[src/rtl/core_bus_arb.sv]
// core_bus_arb: two-master to one-slave command arbiter with in-order read-response routing.
module core_bus_arb #(
   parameter int MAX_PEND = 4,
   parameter bit RR_EN = 1'b1
) (
   input  logic        clk,
   input  logic        rest,
   input  logic [31:0] m0_address,
   input  logic        m0_read,
   input  logic        m0_write,
   input  logic [31:0] m0_writedata,
   input  logic [3:0]  m0_byteenable,
   output logic        m0_waitrequest,
   output logic [31:0] m0_readdata,
   output logic        m0_readdatavalid,
   input  logic [31:0] m1_address,
   input  logic        m1_read,
   input  logic        m1_write,
   input  logic [31:0] m1_writedata,
   input  logic [3:0]  m1_byteenable,
   output logic        m1_waitrequest,
   output logic [31:0] m1_readdata,
   output logic        m1_readdatavalid,
   output logic [31:0] s_address,
   output logic        s_read,
   output logic        s_write,
   output logic [31:0] s_writedata,
   output logic [3:0]  s_byteenable,
   input  logic        s_waitrequest,
   input  logic [31:0] s_readdata,
   input  logic        s_readdatavalid,
   output logic        err_unexp
);
   localparam int AW = $clog2(MAX_PEND);
   localparam logic [AW:0] FULL_CNT = (AW+1)'(MAX_PEND);
   typedef enum logic {OPEN, LOCKED} state_t;
   state_t state, state_nx;
   logic owner, last_acc;
   logic [AW-1:0] wptr, rptr;
   logic [AW:0] count;
   logic fifo_id [MAX_PEND];
   logic full, m0_ok, m1_ok, lock_hold, gnt_v, gnt, cmd, acc, push, pop;
   always_comb begin
      full = count == FULL_CNT;
      // a read is only eligible while the response FIFO has room; writes always are
      m0_ok = ~rest & (m0_write | (m0_read & ~full));
      m1_ok = ~rest & (m1_write | (m1_read & ~full));
      lock_hold = (state == LOCKED) & (owner ? m1_ok : m0_ok);
      gnt_v = m0_ok | m1_ok;
      gnt = lock_hold ? owner : (m0_ok & m1_ok) ? (RR_EN ? ~last_acc : 1'b1) : m1_ok;
      s_read = gnt_v & (gnt ? (m1_read & ~m1_write) : (m0_read & ~m0_write));
      s_write = gnt_v & (gnt ? m1_write : m0_write);
      s_address = gnt_v ? (gnt ? m1_address : m0_address) : '0;
      s_writedata = gnt_v ? (gnt ? m1_writedata : m0_writedata) : '0;
      s_byteenable = gnt_v ? (gnt ? m1_byteenable : m0_byteenable) : '0;
      m0_waitrequest = (gnt_v & ~gnt) ? s_waitrequest : 1'b1;
      m1_waitrequest = (gnt_v & gnt) ? s_waitrequest : 1'b1;
      cmd = s_read | s_write;
      acc = cmd & ~s_waitrequest;
      push = acc & s_read;
      pop = s_readdatavalid & (count != '0);
      state_nx = (cmd & s_waitrequest) ? LOCKED : OPEN;
      m0_readdata = s_readdata;
      m1_readdata = s_readdata;
      m0_readdatavalid = pop & ~fifo_id[rptr];
      m1_readdatavalid = pop & fifo_id[rptr];
      err_unexp = ~rest & s_readdatavalid & (count == '0);
   end
   always_ff @(posedge clk or posedge rest) begin
      if (rest) begin
         state <= OPEN;
         owner <= 1'b0;
         last_acc <= 1'b1;
         wptr <= '0;
         rptr <= '0;
         count <= '0;
      end else begin
         state <= state_nx;
         owner <= gnt;
         if (acc) last_acc <= gnt;
         if (push) wptr <= wptr + 1'b1;
         if (pop) rptr <= rptr + 1'b1;
         count <= count + (AW+1)'(push) - (AW+1)'(pop);
      end
   end
   always_ff @(posedge clk) begin
      if (push) fifo_id[wptr] <= gnt;
   end
endmodule

[config.mk]
export PLATFORM = sky130hd
export DESIGN_NAME = core_bus_arb
export DESIGN_NICKNAME = d
export VERILOG_FILES = /design/src/rtl/core_bus_arb.sv
export SDC_FILE = /design/constraint.sdc
export NUM_CORES = 1
export LEC_CHECK = 0
export CAP_MARGIN = 20
export CORE_AREA = 2 2 121 123
export CTS_BUF_LIST = sky130_fd_sc_hd__clkbuf_4 sky130_fd_sc_hd__clkbuf_8
export DETAILED_ROUTE_END_ITERATION = 8
export DIE_AREA = 0 0 123 125
export GPL_ROUTABILITY_DRIVEN = 0
export REMOVE_ABC_BUFFERS = 1
export SLEW_MARGIN = 20
export SYNTH_ARGS = -nofsm -noshare
export SYNTH_HDL_FRONTEND = slang
export SYNTH_SLANG_ARGS = --single-unit
export TNS_END_PERCENT = 100
[constraint.sdc]
create_clock -name clk -period 4 [get_ports clk]
set_input_delay 0.4 -clock clk [delete_from_list [all_inputs] [get_ports clk]]
set_output_delay 0.4 -clock clk [all_outputs]
set_load 0.02 [all_outputs]
Yosys cells after proc, flatten, opt, wreduce, memory -nomap -nowiden
Memories as Yosys holds them, arrays and structs flattened.
Index checks and enable logic that the tools add are counted.

storage, ports and cells
  bits in registers = 10
  bits in writable memories = 4
  input port bits = 176
  output and inout bits = 139
  logic and storage cells = 62
  memories = 1

cells by class
  add/subtract/negate cells = 4
  equal/unequal tests = 1
  mux-type cells = 16
  bitwise operators = 32
  reduce and logical (&&, ||, !) cells = 2

memories
  memory   depth  width  rd ports  clocked after memory_dff  wr ports  line  RTL
  fifo_id  4      1      1         0                         1         41    logic fifo_id [MAX_PEND];

operators with widths
  kind                                                           number
  32-bit two-way mux                                             4
  1-bit bitwise AND                                              20
  1-bit two-way mux                                              10
  4-bit two-way mux                                              2
  1-bit NOT                                                      8
  2-bit by 1-bit adder with 2-bit output, second input constant  2
  1-bit bitwise OR                                               4
  3-bit by 1-bit adder with 3-bit output                         1
  3-bit == test, second input constant                           1
  3-bit zero test                                                1
  3-bit nonzero test                                             1
  3-bit by 1-bit subtractor with 3-bit output                    1

Depth between registers and ports, before layout
Gate-level depths: netlist of the first run.

  word-level depth = 15
  depth in mapped cells = 12
  gate-level depth less buffers = 12

Worst setup path after synthesis of the first run
Ideal clock, no wire load.

  path kind = reg2reg
  from = register count[1]
  to = register count[2]
  library setup time = 0.125 ns
  arrival time = 2.683 ns
  required time = 3.875 ns
  path slack = 1.192 ns
  stages on the path, launching flop included = 13
  buffers on the path = 0
  period minus slack after synthesis = 2.808 ns
  cell sequence = dfrtp_1 > or3b_4 > a21oi_4 > nor2_1 > o32ai_4 > inv_1 > ha_1 > inv_1 > ha_1 > inv_1 > fa_1 > xnor2_1 > xnor2_1

between the ends
  word-level cells in the longest chain between the ends = 15
  elaborated cells on any way between the ends = 25
  those cells by class = add/sub (2); eq/ne (1); mux (5); bitwise (16); reduce/logical (1)

ends and longest elaborated chain
  item                                                           line    RTL
  start: declaration                                             40      logic [AW:0] count;
  start signal: assignment                                       83      count <= count + (AW+1)'(push) - (AW+1)'(pop);
  3-bit == test                                                  44      full = count == FULL_CNT;
  1-bit NOT                                                      46, 47
  1-bit bitwise AND (on tied branches)                           46, 47
  1-bit bitwise OR (on tied branches)                            46, 47
  1-bit bitwise AND (on tied branches)                           46, 47
  1-bit bitwise AND / 1-bit two-way mux (equally long branches)  50, 48
  1-bit two-way mux / 1-bit bitwise AND (equally long branches)  50, 48
  1-bit two-way mux                                              50      gnt = lock_hold ? owner : (m0_ok & m1_ok) ? (RR_EN ? ~last_acc : 1'b1) : m1_ok;
  1-bit two-way mux (on tied branches)                           51, 52
  1-bit bitwise AND (on tied branches)                           51, 52
  1-bit bitwise OR                                               58      cmd = s_read | s_write;
  1-bit bitwise AND                                              59      acc = cmd & ~s_waitrequest;
  1-bit bitwise AND                                              60      push = acc & s_read;
  3-bit by 1-bit adder with 3-bit output                         83
  3-bit by 1-bit subtractor with 3-bit output *                  83

Every way passes the cells marked *; elsewhere a longest branch is shown, timed or not.
A chain may end at the register's enable or synchronous reset.

Worst setup path after layout of the first run
  from = register count[1]
  to = output s_writedata[27]

between the ends
  word-level cells in the longest chain between the ends = 10
  elaborated cells on any way between the ends = 16
  those cells by class = eq/ne (1); mux (5); bitwise (10)

ends and longest elaborated chain
  item                                                           line    RTL
  3-bit == test *                                                44
  1-bit NOT *                                                    46, 47
  1-bit bitwise AND (on tied branches)                           46, 47
  1-bit bitwise OR (on tied branches)                            46, 47
  1-bit bitwise AND (on tied branches)                           46, 47
  1-bit bitwise AND / 1-bit two-way mux (equally long branches)  50, 48
  1-bit two-way mux / 1-bit bitwise AND (equally long branches)  50, 48
  1-bit two-way mux                                              50
  32-bit two-way mux                                             54      s_writedata = gnt_v ? (gnt ? m1_writedata : m0_writedata) : '0;
  32-bit two-way mux *                                           54
  end: declaration                                               27      output logic [31:0] s_writedata,

Marks and branches as above.

==> impl_results.md, run 1 <==
* Largest net degree at the start of global routing at 83
* Number of vias per cell at 4.148
* Layout cell share with drive strength beyond 1 at 3.000%
* Leading cell type in the layout, fill and taps excluded: sky130_fd_sc_hd__clkdlybuf4s50_1
* I/O pin total at 315
* Clock sink count at 14
* Flip-flop and latch count after synthesis at 14
* Final setup viols at 0
* Actual transition at the worst max-transition pin at 0.6717 ns
* Final Routed Wirelength at about 12 mm
* Initial DRC Count at 143
* Number of antenna cells inserted at 0
* Max Fanout on Critical Path at 82
* Leakage power at 0.001571 µW
* Highest clock rate at 280.8 MHz
* Clock network latency to the later pin of the worst-skew pair at about 0.24 ns
* Top flip-flop cell by instance count after synthesis: sky130_fd_sc_hd__dfrtp_1
* Number of buffers inserted by post-CTS setup repair at 0
* Part of the Yosys area used for sequential elements at 16.31%
* DIE WIDTH at 123 µm
* Worst r2r path cells at 12
* Worst path arrival time at 3.16 ns
* CTS tree: done
* Number of cells produced by synthesis at around 360
* Placement row count at 44
* Clock-pin slew of the registers on the worst-case setup and hold paths at ~0.06 ns
* Max-slew violation count at 0
* Final number of hold-violating endpoints at 0
* Post-layout util at a little under 30%
* Power density cells at between 200 and 300 nW/µm²
* Crit Path Class: reg -> out
* Final-stage net count at 684
* Final routed DRC violation total at 0
* Skew final at 0.006776 ns
* Quantity of gates resized following cts at 0
* Height of the chip at 125 µm
* Area of the core at 14,200 µm²
* Total vias in the final route at 2,837
* Worst-case clock buffer depth at 2
* Maximum ir drop on the vdd rail at 0.1089 mV
* Effective utilization at floorplan at 16.04%
* Global route overflow at 0
* Required arrival time at the worst endpoint at 3.60 ns
* First-pass iteration count of the detailed router at 4
* Final min period at 3.561 ns
* Critical path startpoint category: flip-flop
* Synthesized area divided by synthesized cell count at 6.311 µm²
* First-pass GRT wire length at about 16 mm
* Setup total negative slack at 0 ns
* Async set-reset flop share out of synthesis at 71.43%
* HPWL reported at the end of detailed placement at about 10 mm
* Routed WL per cell at 17.24 µm
* CP endpoint kind: primary output
* Outcome: finished clean
* Post-synthesis instance area at 2278 µm²
* Area of the die at 15,380 µm²
* Commonest cells after routing, fill and taps aside: 218 x sky130_fd_sc_hd__clkdlybuf4s50_1, 140 x sky130_fd_sc_hd__nand2_1, 70 x sky130_fd_sc_hd__o21ai_0
* Number of buffers added to fix hold violations after cts at 0
* Min-Delay Path Class: reg -> reg
* Setup repair after global routing missed its margin: false
* H-tree levels at 1
* EDFF count, synth at 4
* Final worst path period share at 89.02%
* Instance count along the most critical hold path at 1
* Worst slew slack as a fraction of its limit at between 50% and 60%
* Number of clock buffers inserted by TritonCTS at 3
* Initial antenna violation count at 0
* Buffers on Ports at between 200 and 250
* Vias in the first global route at around 2.8k
* Number of distinct standard cells referenced by the synthesized netlist at 31
* MaxCap Viol Count at 0
* Clock tree root buffer cell: sky130_fd_sc_hd__clkbuf_8
* Antenna-violating nets left at 0
* Layout-stage area growth over the synthesis result at 83.58%
* Ys Warns at 0
* Global-route usage over all layers at 14.13%
==> critical path, cell delays in order (launching register included) <==
cell,delay (ns)
sky130_fd_sc_hd__dfrtp_1,0.44
sky130_fd_sc_hd__or3b_4,0.46
sky130_fd_sc_hd__a21o_1,0.23
sky130_fd_sc_hd__a211oi_4,0.22
sky130_fd_sc_hd__buf_4,0.56
sky130_fd_sc_hd__nand2_1,0.10
sky130_fd_sc_hd__o21ai_0,0.17
sky130_fd_sc_hd__clkdlybuf4s50_1,0.69
==> per-layer routing <==
layer / up-vias / routed length [µm] / track usage [%]
li1: 1369 / - / -
met1: 1214 / 4002 / 13.94
met2: 234 / 4710 / 19.92
met3: 18 / 2869 / 15.60
met4: 2 / 134 / 2.406
met5: - / 78 / 4.605
==> cells by family after synthesis <==
logic type,after synthesis,synth area share (%)
and+or+nand+nor,160,28.56
DFF,14,16.31
adders and majority gates,7,4.173
buffers and inverters,94,27.95
AOI/OAI and AO/OA,79,19.60
xor gates and xnor gates,5,1.922
muxes,2,1.483
==> through the flow <==
stage	instance area, µm²	hold slack (ns)	setup WS [ns]	total power [µW]	instances
3_5_place_dp	4138	0.4728	0.6579	1141	680
6_report	4183	0.4873	0.4393	1247	684
5_1_grt	4183	0.5198	0.2400	1348	684
3_3_place_gp	4138	0.4686	0.7020	1116	680
4_1_cts	4183	0.4924	0.4343	1265	684
2_1_floorplan	1672	0.2525	-2.304	689.8	275
==> area by class of cell <==
class / count / area, µm²
Fill cell: 1522 / 10020
Sequential cell: 14 / 371.6
Clock buffer: 3 / 41.29
Clock inverter: 1 / 3.754
Tap cell: 184 / 230.2
Timing Repair Buffer: 221 / 2217
Inverter: 8 / 30.03
Multi-Input combinational cell: 253 / 1289
==> final timing paths <==
kind / start / end / slack, ns
min in group asynchronous: rest / count[2] / 0.73
worst min register to register: rptr[1] / rptr[1] / 0.49
max in group asynchronous: rest / last_acc / 2.92
worst max register to register: count[1] / count[2] / 0.92
worst min-delay path: rptr[1] / rptr[1] / 0.49
worst max-delay path: count[1] / s_writedata[27] / 0.44
==> report_power, final <==
part           total [µW]  switching (µW)  internal (µW)
sequential            237            40.7            197
clock                 116            47.9           67.8
combinational         895             441            453
total                1250             530            718
==> cells in the mapped netlist, types with 2 or more instances <==
cell,number,area share [%]
sky130_fd_sc_hd__xnor2_1,5,1.9
sky130_fd_sc_hd__buf_6,2,0.99
sky130_fd_sc_hd__inv_1,8,1.3
sky130_fd_sc_hd__nor2_1,4,0.66
sky130_fd_sc_hd__dfrtp_1,9,9.9
sky130_fd_sc_hd__buf_4,71,23
sky130_fd_sc_hd__or3_1,2,0.55
sky130_fd_sc_hd__a21oi_1,3,0.66
sky130_fd_sc_hd__and2_1,7,1.9
sky130_fd_sc_hd__edfxtp_1,4,5.3
sky130_fd_sc_hd__clkbuf_1,11,1.8
sky130_fd_sc_hd__clkbuf_2,2,0.44
sky130_fd_sc_hd__nand2_1,140,23
sky130_fd_sc_hd__a21o_1,2,0.66
sky130_fd_sc_hd__o21ai_0,70,15
sky130_fd_sc_hd__ha_1,6,3.3
==> sequential cells by signal, summed over array words and instances (netlist names) <==
| name | flops |
|---|---|
| state | 1 |
| rptr | 2 |
| owner | 1 |
| wptr | 2 |
| fifo_id | 4 |
| count | 3 |
| last_acc | 1 |
(Power assumes the default switching activity.)
==> run 2: changes to the inputs <==
--- a/config.mk
+++ b/config.mk
@@ -11,6 +11,7 @@
 export DETAILED_ROUTE_END_ITERATION = 8
 export DIE_AREA = 0 0 123 125
 export GPL_ROUTABILITY_DRIVEN = 0
+export GPL_TIMING_DRIVEN = 0
 export REMOVE_ABC_BUFFERS = 1
 export SLEW_MARGIN = 20
 export SYNTH_ARGS = -nofsm -noshare
==> impl_results.md, run 2 (same netlist as run 1, synthesis figures left out) <==
* Outcome: finished clean
* Max-slew violation count at 0 (unchanged)
* Placed instance count at 685 (+0.74%)
* Critical register-to-register path startpoint: count[1]
* Final setup viols at 0 (unchanged)
* Height of the chip at 125 µm (unchanged)
* Switching Fraction at 41.80% (-0.66 points)
* Worst-case clock buffer depth at 2 (unchanged)
* Skew final at 0.0009052 ns (-0.005871 ns)
* Power density cells at 297.1 nW/µm² (-0.37%)
* Non-Filler Instances at 689 (+0.73%)
* Area of the die at 15,380 µm² (unchanged)
* Leading registers by flop count: fifo_id x4, count x3
* Clock-pin slew of the registers on the worst-case setup and hold paths at 0.06 ns (about the same)
* Logic depth of the worst setup path including buffers at 9 (+2)
* Final Routed Wirelength at 11.63 mm (-1.4%)
* DIE WIDTH at 123 µm (unchanged)
* Number of buffers inserted by post-CTS setup repair at 0 (unchanged)
* Leading cell type in the layout, fill and taps excluded: sky130_fd_sc_hd__clkdlybuf4s50_1
* Clock tree root buffer cell: sky130_fd_sc_hd__clkbuf_8
* Crit Path Class: reg -> out
* I/O pin total at 315 (unchanged)
* Worst slew slack as a fraction of its limit at 67.34% (+12 points)
* Worst setup slack for register-to-register paths at 0.85 ns (-0.07 ns)
* Initial DRC Count at 114 (-20%)
* Maximum ir drop on the vdd rail at 0.1267 mV (+16%)
* MaxCap Viol Count at 0 (unchanged)
* Number of fill cells at 1,509 (-0.85%)
* Layout cell share with drive strength beyond 1 at 3.960% (+0.96 points)
* First-pass iteration count of the detailed router at 6 (+2)
* Max Fanout on Critical Path at 26 (-68%)
* Commonest cells after routing, fill and taps aside: 218 x sky130_fd_sc_hd__clkdlybuf4s50_1, 140 x sky130_fd_sc_hd__nand2_1, 70 x sky130_fd_sc_hd__o21ai_0
* Global-route usage over all layers at 14.12% (about the same)
* Initial antenna violation count at 0 (unchanged)
* H-tree levels at 1 (unchanged)
* Power dissipated by switching net loads at 530.4 µW (+0.12%)
* Final routed DRC violation total at 0 (unchanged)
* Effective utilization at floorplan at 16.04% (unchanged)
* Share of total power in the clock network at 9.2% (about the same)
* Setup total negative slack at 0 ns (unchanged)
* HPWL reported at the end of detailed placement at 10.16 mm (+1.7%)
* Number of buffers added to fix hold violations after cts at 0 (unchanged)
* Hold path endpoint: rptr[1]
* Antenna-violating nets left at 0 (unchanged)
* Clock sink count at 14 (unchanged)
* Global route overflow at 0 (unchanged)
* Placement row count at 44 (unchanged)
* Routed WL per cell at 16.88 µm (-2.1%)
* Quantity of gates resized following cts at 0 (unchanged)
* Actual transition at the worst max-transition pin at 0.4889 ns (-0.1829 ns)
* CTS tree: done
* Cell internal pwr at 738.4 µW (+2.9%)
* Power, Total at 1269 µW (+1.7%)
* Final worst path period share at 94.06% (+5.0 points)
* Number of clock buffers inserted by TritonCTS at 3 (unchanged)
* Highest clock rate at 265.8 MHz (-5.4%)
* Number of antenna cells inserted at 0 (unchanged)
* Top register by number of flip-flops: fifo_id
* Proportion of power drawn by flip-flops and latches at 18.6% (-0.4 points)
* CP max stage cell: sky130_fd_sc_hd__clkdlybuf4s50_1
* Instance count along the most critical hold path at 1 (unchanged)
* Number of flip-flops in the largest register at 4 (unchanged)
* Critical-path cell list: or3b_4 -> a21o_1 -> a211oi_4 -> buf_6 -> buf_6 -> buf_6 -> nand2_1 -> o21ai_0 -> clkdlybuf4s50_1
* Largest incremental delay on the critical path at 0.66 ns (-0.03 ns)
* Vias in the first global route at 2,905 (+3.3%)
* Clock network latency to the later pin of the worst-skew pair at 0.24 ns (about the same)
* Launch point of the worst hold path: rptr[1]
* Leakage power at 0.001613 µW (+2.7%)
* Worst path arrival time at 3.36 ns (+0.20 ns)
* Layout-stage area growth over the synthesis result at 87.42%
* Worst r2r path cells at 12 (unchanged)
* Required arrival time at the worst endpoint at 3.60 ns (about the same)
* Cell family with most CP delay: buffers and inverters
* Total vias in the final route at 2,856 (+0.67%)
* Buffers on Ports at 218 (unchanged)
* Final-stage net count at 689 (+0.73%)
* Final min period at 3.762 ns (+0.2017 ns)
* Critical path startpoint category: flip-flop
* CP endpoint kind: primary output
* Number of vias per cell at 4.145 (about the same)
* Destination of the worst register-to-register timing path: count[2]
* Setup repair after global routing missed its margin: false
* First-pass GRT wire length at 16.33 mm (about the same)
* Combinational share of power at 72.2% (+0.5 points)
* Min-Delay Path Class: reg -> reg
* Dominant cell type by count on the critical path: sky130_fd_sc_hd__buf_6
* Largest net degree at the start of global routing at 32 (-61%)
* Area of the core at 14,200 µm² (unchanged)
* Final number of hold-violating endpoints at 0 (unchanged)
* Buffer and inverter count on the worst path at 4 (+2)
-- run 2: cell types whose count changed in the layout (fill, tap and decap cells not counted), sizes merged --
cell and change:
buf +5
-- run 2: final cells by class --
class                           instances  area (µm²)  share of cell area (%)
Timing Repair Buffer                  226        2305                   53.97
Multi-Input combinational cell        253        1289                   30.18
Sequential cell                        14       371.6                   8.702
Tap cell                              184       230.2                   5.391
Clock buffer                            3       41.29                  0.9669
Inverter                                8       30.03                  0.7032
Clock inverter                          1       3.754                 0.08790
-- run 2: worst max-delay path by stage --
stage	to	from	slack [ns]
after floorplan	s_address[0]	count[1]	-2.30
after detailed placement	s_writedata[14]	count[1]	0.53
after CTS	s_writedata[14]	count[1]	0.24
after global placement	s_writedata[6]	count[1]	-4.31
after global routing	s_writedata[14]	count[1]	0.03
final	s_writedata[14]	count[1]	0.24
-- run 2: stage by stage --
stage	area (µm²)	utilization (%)	setup slack [ns]	hold slack (ns)
6_report	4270	30.07	0.2375	0.4835
3_3_place_gp	4084	28.75	-4.306	0.4726
2_1_floorplan	1672	-	-2.304	0.2525
3_5_place_dp	4225	29.75	0.5266	0.4747
5_1_grt	4270	30.07	0.02852	0.4975
4_1_cts	4270	30.07	0.2409	0.4901
-- run 2: power by group through the flow --
stage               logic [µW]  clock network, µW  registers, µW
floorplan                  459                  0            231
global placement           894                  0            236
detailed placement         923                  0            238
CTS                        928                120            236
global route              1010                126            245
finish                     916                117            236
-- run 2: routing by layer --
metal  global-route usage [%]  wire, µm  vias to the layer above
met5                    9.539       178                        -
met1                    14.40      3987                     1214
met3                    14.19      2748                       17
li1                         -         -                     1380
met4                    1.939       106                        4
met2                    20.12      4610                      241
==> run 3: changes to the inputs <==
--- a/config.mk
+++ b/config.mk
@@ -7,7 +7,8 @@
 export LEC_CHECK = 0
 export CAP_MARGIN = 20
 export CORE_AREA = 2 2 121 123
-export CTS_BUF_LIST = sky130_fd_sc_hd__clkbuf_4 sky130_fd_sc_hd__clkbuf_8
+export CTS_BUF_LIST = sky130_fd_sc_hd__clkbuf_4 sky130_fd_sc_hd__clkbuf_8 sky130_fd_sc_hd__clkbuf_16
+export CTS_CLUSTER_SIZE = 40
 export DETAILED_ROUTE_END_ITERATION = 8
 export DIE_AREA = 0 0 123 125
 export GPL_ROUTABILITY_DRIVEN = 0
==> impl_results.md, run 3 (same netlist as run 1, synthesis figures left out) <==
* Largest net degree at the start of global routing at 32 (unchanged)
* Number of buffers added to fix hold violations after cts at 0 (unchanged)
* I/O pin total at 315 (unchanged)
* Number of fill cells at 1,502 (-0.46%)
* H-tree levels at 1 (unchanged)
* Clock-pin slew of the registers on the worst-case setup and hold paths at 0.05 ns (about the same)
* Final setup viols at 0 (unchanged)
* First-pass iteration count of the detailed router at 6 (unchanged)
* CP max stage cell: sky130_fd_sc_hd__clkdlybuf4s50_1
* Worst setup slack for register-to-register paths at 0.86 ns (about the same)
* Leading cell type in the layout, fill and taps excluded: sky130_fd_sc_hd__clkdlybuf4s50_1
* Number of vias per cell at 4.152 (+0.18%)
* Antenna-violating nets left at 0 (unchanged)
* Logic depth of the worst setup path including buffers at 9 (unchanged)
* Global-route usage over all layers at 14.17% (+0.056 points)
* Critical-path cell list: or3b_4 -> a21o_1 -> a211oi_4 -> buf_6 -> buf_6 -> buf_6 -> nand2_1 -> o21ai_0 -> clkdlybuf4s50_1
* MaxCap Viol Count at 0 (unchanged)
* Layout cell share with drive strength beyond 1 at 3.960% (unchanged)
* Global-route track usage on met2 at 20.12% (unchanged)
* Clock sink count at 14 (unchanged)
* Worst setup path endpoint: s_writedata[14]
* Worst-case clock buffer depth at 2 (unchanged)
* Final routed DRC violation total at 0 (unchanged)
* Met1 Usage GRT at 14.48% (+0.083 points)
* Final Routed Wirelength at 11.66 mm (+0.25%)
* Clock tree root buffer cell: sky130_fd_sc_hd__clkbuf_16
* Worst slew slack as a fraction of its limit at 67.41% (+0.072 points)
* Number of flip-flops in the largest register at 4 (unchanged)
* Outcome: finished clean
* Area after detailed placement at 4225 µm² (unchanged)
* Critical path startpoint category: flip-flop
* Quantity of gates resized following cts at 0 (unchanged)
* Skew final at 0.0007263 ns (-0.0001789 ns)
* Final min period at 3.745 ns (-0.01762 ns)
* Power density cells at 311.4 nW/µm² (+4.8%)
* Most utilized layer in the global route result: met2
* Vias in the first global route at 2,911 (+0.21%)
* Largest incremental delay on the critical path at 0.66 ns (about the same)
* CTS tree: done
* Final worst path period share at 93.62% (-0.44 points)
* Leakage power at 0.001629 µW (+0.95%)
* Commonest cells after routing, fill and taps aside: 218 x sky130_fd_sc_hd__clkdlybuf4s50_1, 140 x sky130_fd_sc_hd__nand2_1, 70 x sky130_fd_sc_hd__o21ai_0
* Placement row count at 44 (unchanged)
* Critical register-to-register path startpoint: count[1]
* Number of buffers inserted by post-CTS setup repair at 0 (unchanged)
* Dominant cell type by count on the critical path: sky130_fd_sc_hd__buf_6
* Critical Path Source: count[1]
* Cell family with most CP delay: buffers and inverters
* Max-slew violation count at 0 (unchanged)
* HPWL reported at the end of detailed placement at 10.16 mm (unchanged)
* Final number of hold-violating endpoints at 0 (unchanged)
* Area of the core at 14,200 µm² (unchanged)
* Top register by number of flip-flops: fifo_id
* Destination of the worst register-to-register timing path: count[2]
* Proportion of power drawn by flip-flops and latches at 17.6% (-1.0 points)
* Initial antenna violation count at 0 (unchanged)
* Routed WL per cell at 16.92 µm (+0.25%)
* Required arrival time at the worst endpoint at 3.60 ns (about the same)
* Crit Path Class: reg -> out
* Power dissipated by switching net loads at 537.4 µW (+1.3%)
* Total area of sequential cells at 371.6 µm² (unchanged)
* First-pass GRT wire length at 16.35 mm (+0.17%)
* Max Fanout on Critical Path at 26 (unchanged)
* DIE WIDTH at 123 µm (unchanged)
* Post-layout util at 30.30% (+0.24 points)
* Setup repair after global routing missed its margin: false
* Effective utilization at floorplan at 16.04% (unchanged)
* Buffer and inverter count on the worst path at 4 (unchanged)
* Global route overflow at 0 (unchanged)
* Area of the die at 15,380 µm² (unchanged)
* Worst path arrival time at 3.34 ns (-0.02 ns)
* Min-Delay Path Class: reg -> reg
* Height of the chip at 125 µm (unchanged)
* Grt met3 use at 13.91% (-0.27 points)
* Combinational share of power at 68.3% (-3.9 points)
* Initial DRC Count at 137 (+20%)
* Layout-stage area growth over the synthesis result at 88.91%
* Total vias in the final route at 2,861 (+0.18%)
* Buffers on Ports at 218 (unchanged)
* Number of clock buffers inserted by TritonCTS at 3 (unchanged)
* Maximum ir drop on the vdd rail at 0.1270 mV (+0.23%)
* CP endpoint kind: primary output
* Actual transition at the worst max-transition pin at 0.4878 ns (-0.001080 ns)
* Fin area at 4304 µm² (+0.79%)
* Number of antenna cells inserted at 0 (unchanged)
* Worst r2r path cells at 12 (unchanged)
* Highest clock rate at 267.0 MHz (+0.47%)
* Cell internal pwr at 802.9 µW (+8.7%)
* Switching Fraction at 40.09% (-1.7 points)
* Clock network latency to the later pin of the worst-skew pair at 0.24 ns (about the same)
* Share of total power in the clock network at 14.1% (+4.9 points)
* Final-stage net count at 689 (unchanged)
* Leading registers by flop count: fifo_id x4, count x3
* Area of combinational cells with multiple inputs at 1289 µm² (unchanged)
run 3: cell types whose count changed in the layout (fill, tap and decap cells not counted):
| cell | delta |
|---|---|
| sky130_fd_sc_hd__clkbuf_16 | +3 |
| sky130_fd_sc_hd__clkbuf_8 | -3 |
run 3: area by class of cell:
class                      instances  area share [%]
clock buffer                       3           1.744
clock inverter                     1         0.08721
inverter                           8          0.6977
multi-input combinational        253           29.94
sequential                        14           8.634
tap                              184           5.349
timing repair buffer             226           53.55
run 3: worst min path at each step:
stage,startpoint,end,slack (ns),cells after the start
after floorplan,rest,count[0],0.25,1
after global placement,rptr[1],rptr[1],0.47,1
after detailed placement,rptr[1],rptr[1],0.47,1
after CTS,rptr[1],rptr[1],0.49,1
after global routing,rptr[1],rptr[1],0.50,1
final,rptr[1],rptr[1],0.48,1
run 3: worst register-to-register path: stages, from the launching register on:
cell,delay [ns]
sky130_fd_sc_hd__dfrtp_1,0.43
sky130_fd_sc_hd__or3b_4,0.46
sky130_fd_sc_hd__a21oi_4,0.28
sky130_fd_sc_hd__nor2_1,0.14
sky130_fd_sc_hd__o32ai_4,0.42
sky130_fd_sc_hd__inv_1,0.10
sky130_fd_sc_hd__ha_1,0.31
sky130_fd_sc_hd__inv_1,0.06
sky130_fd_sc_hd__ha_1,0.13
sky130_fd_sc_hd__inv_1,0.05
sky130_fd_sc_hd__fa_1,0.37
sky130_fd_sc_hd__xnor2_1,0.17
sky130_fd_sc_hd__xnor2_1,0.14
run 3: metal layers:
metal / part of all wire, % / vias to the layer above / wire length, µm
li1: - / 1380 / -
met1: 34 / 1223 / 3947
met2: 40 / 235 / 4672
met3: 23 / 19 / 2739
met4: 1.0 / 4 / 122
met5: 1.5 / - / 178
run 3: power groups by stage:
stage / Combinational (µW) / Clock (µW) / Sequential [µW]
after detailed placement: 923 / 0 / 238
after floorplan: 459 / 0 / 231
after CTS: 928 / 193 / 237
final: 915 / 189 / 236
after global placement: 894 / 0 / 236
after global routing: 1010 / 198 / 246
run 3: metrics by stage:
stage / power, µW / worst slack [ns] / instances / hold WS [ns] / setup TNS, ns
2_1_floorplan: 689.8 / -2.304 / 275 / 0.2525 / -169.84
3_3_place_gp: 1130 / -4.306 / 677 / 0.4726 / -288.57
3_5_place_dp: 1161 / 0.5266 / 685 / 0.4747 / 0
4_1_cts: 1358 / 0.2472 / 689 / 0.4885 / 0
5_1_grt: 1452 / 0.03806 / 689 / 0.4956 / 0
6_report: 1340 / 0.2552 / 689 / 0.4817 / 0
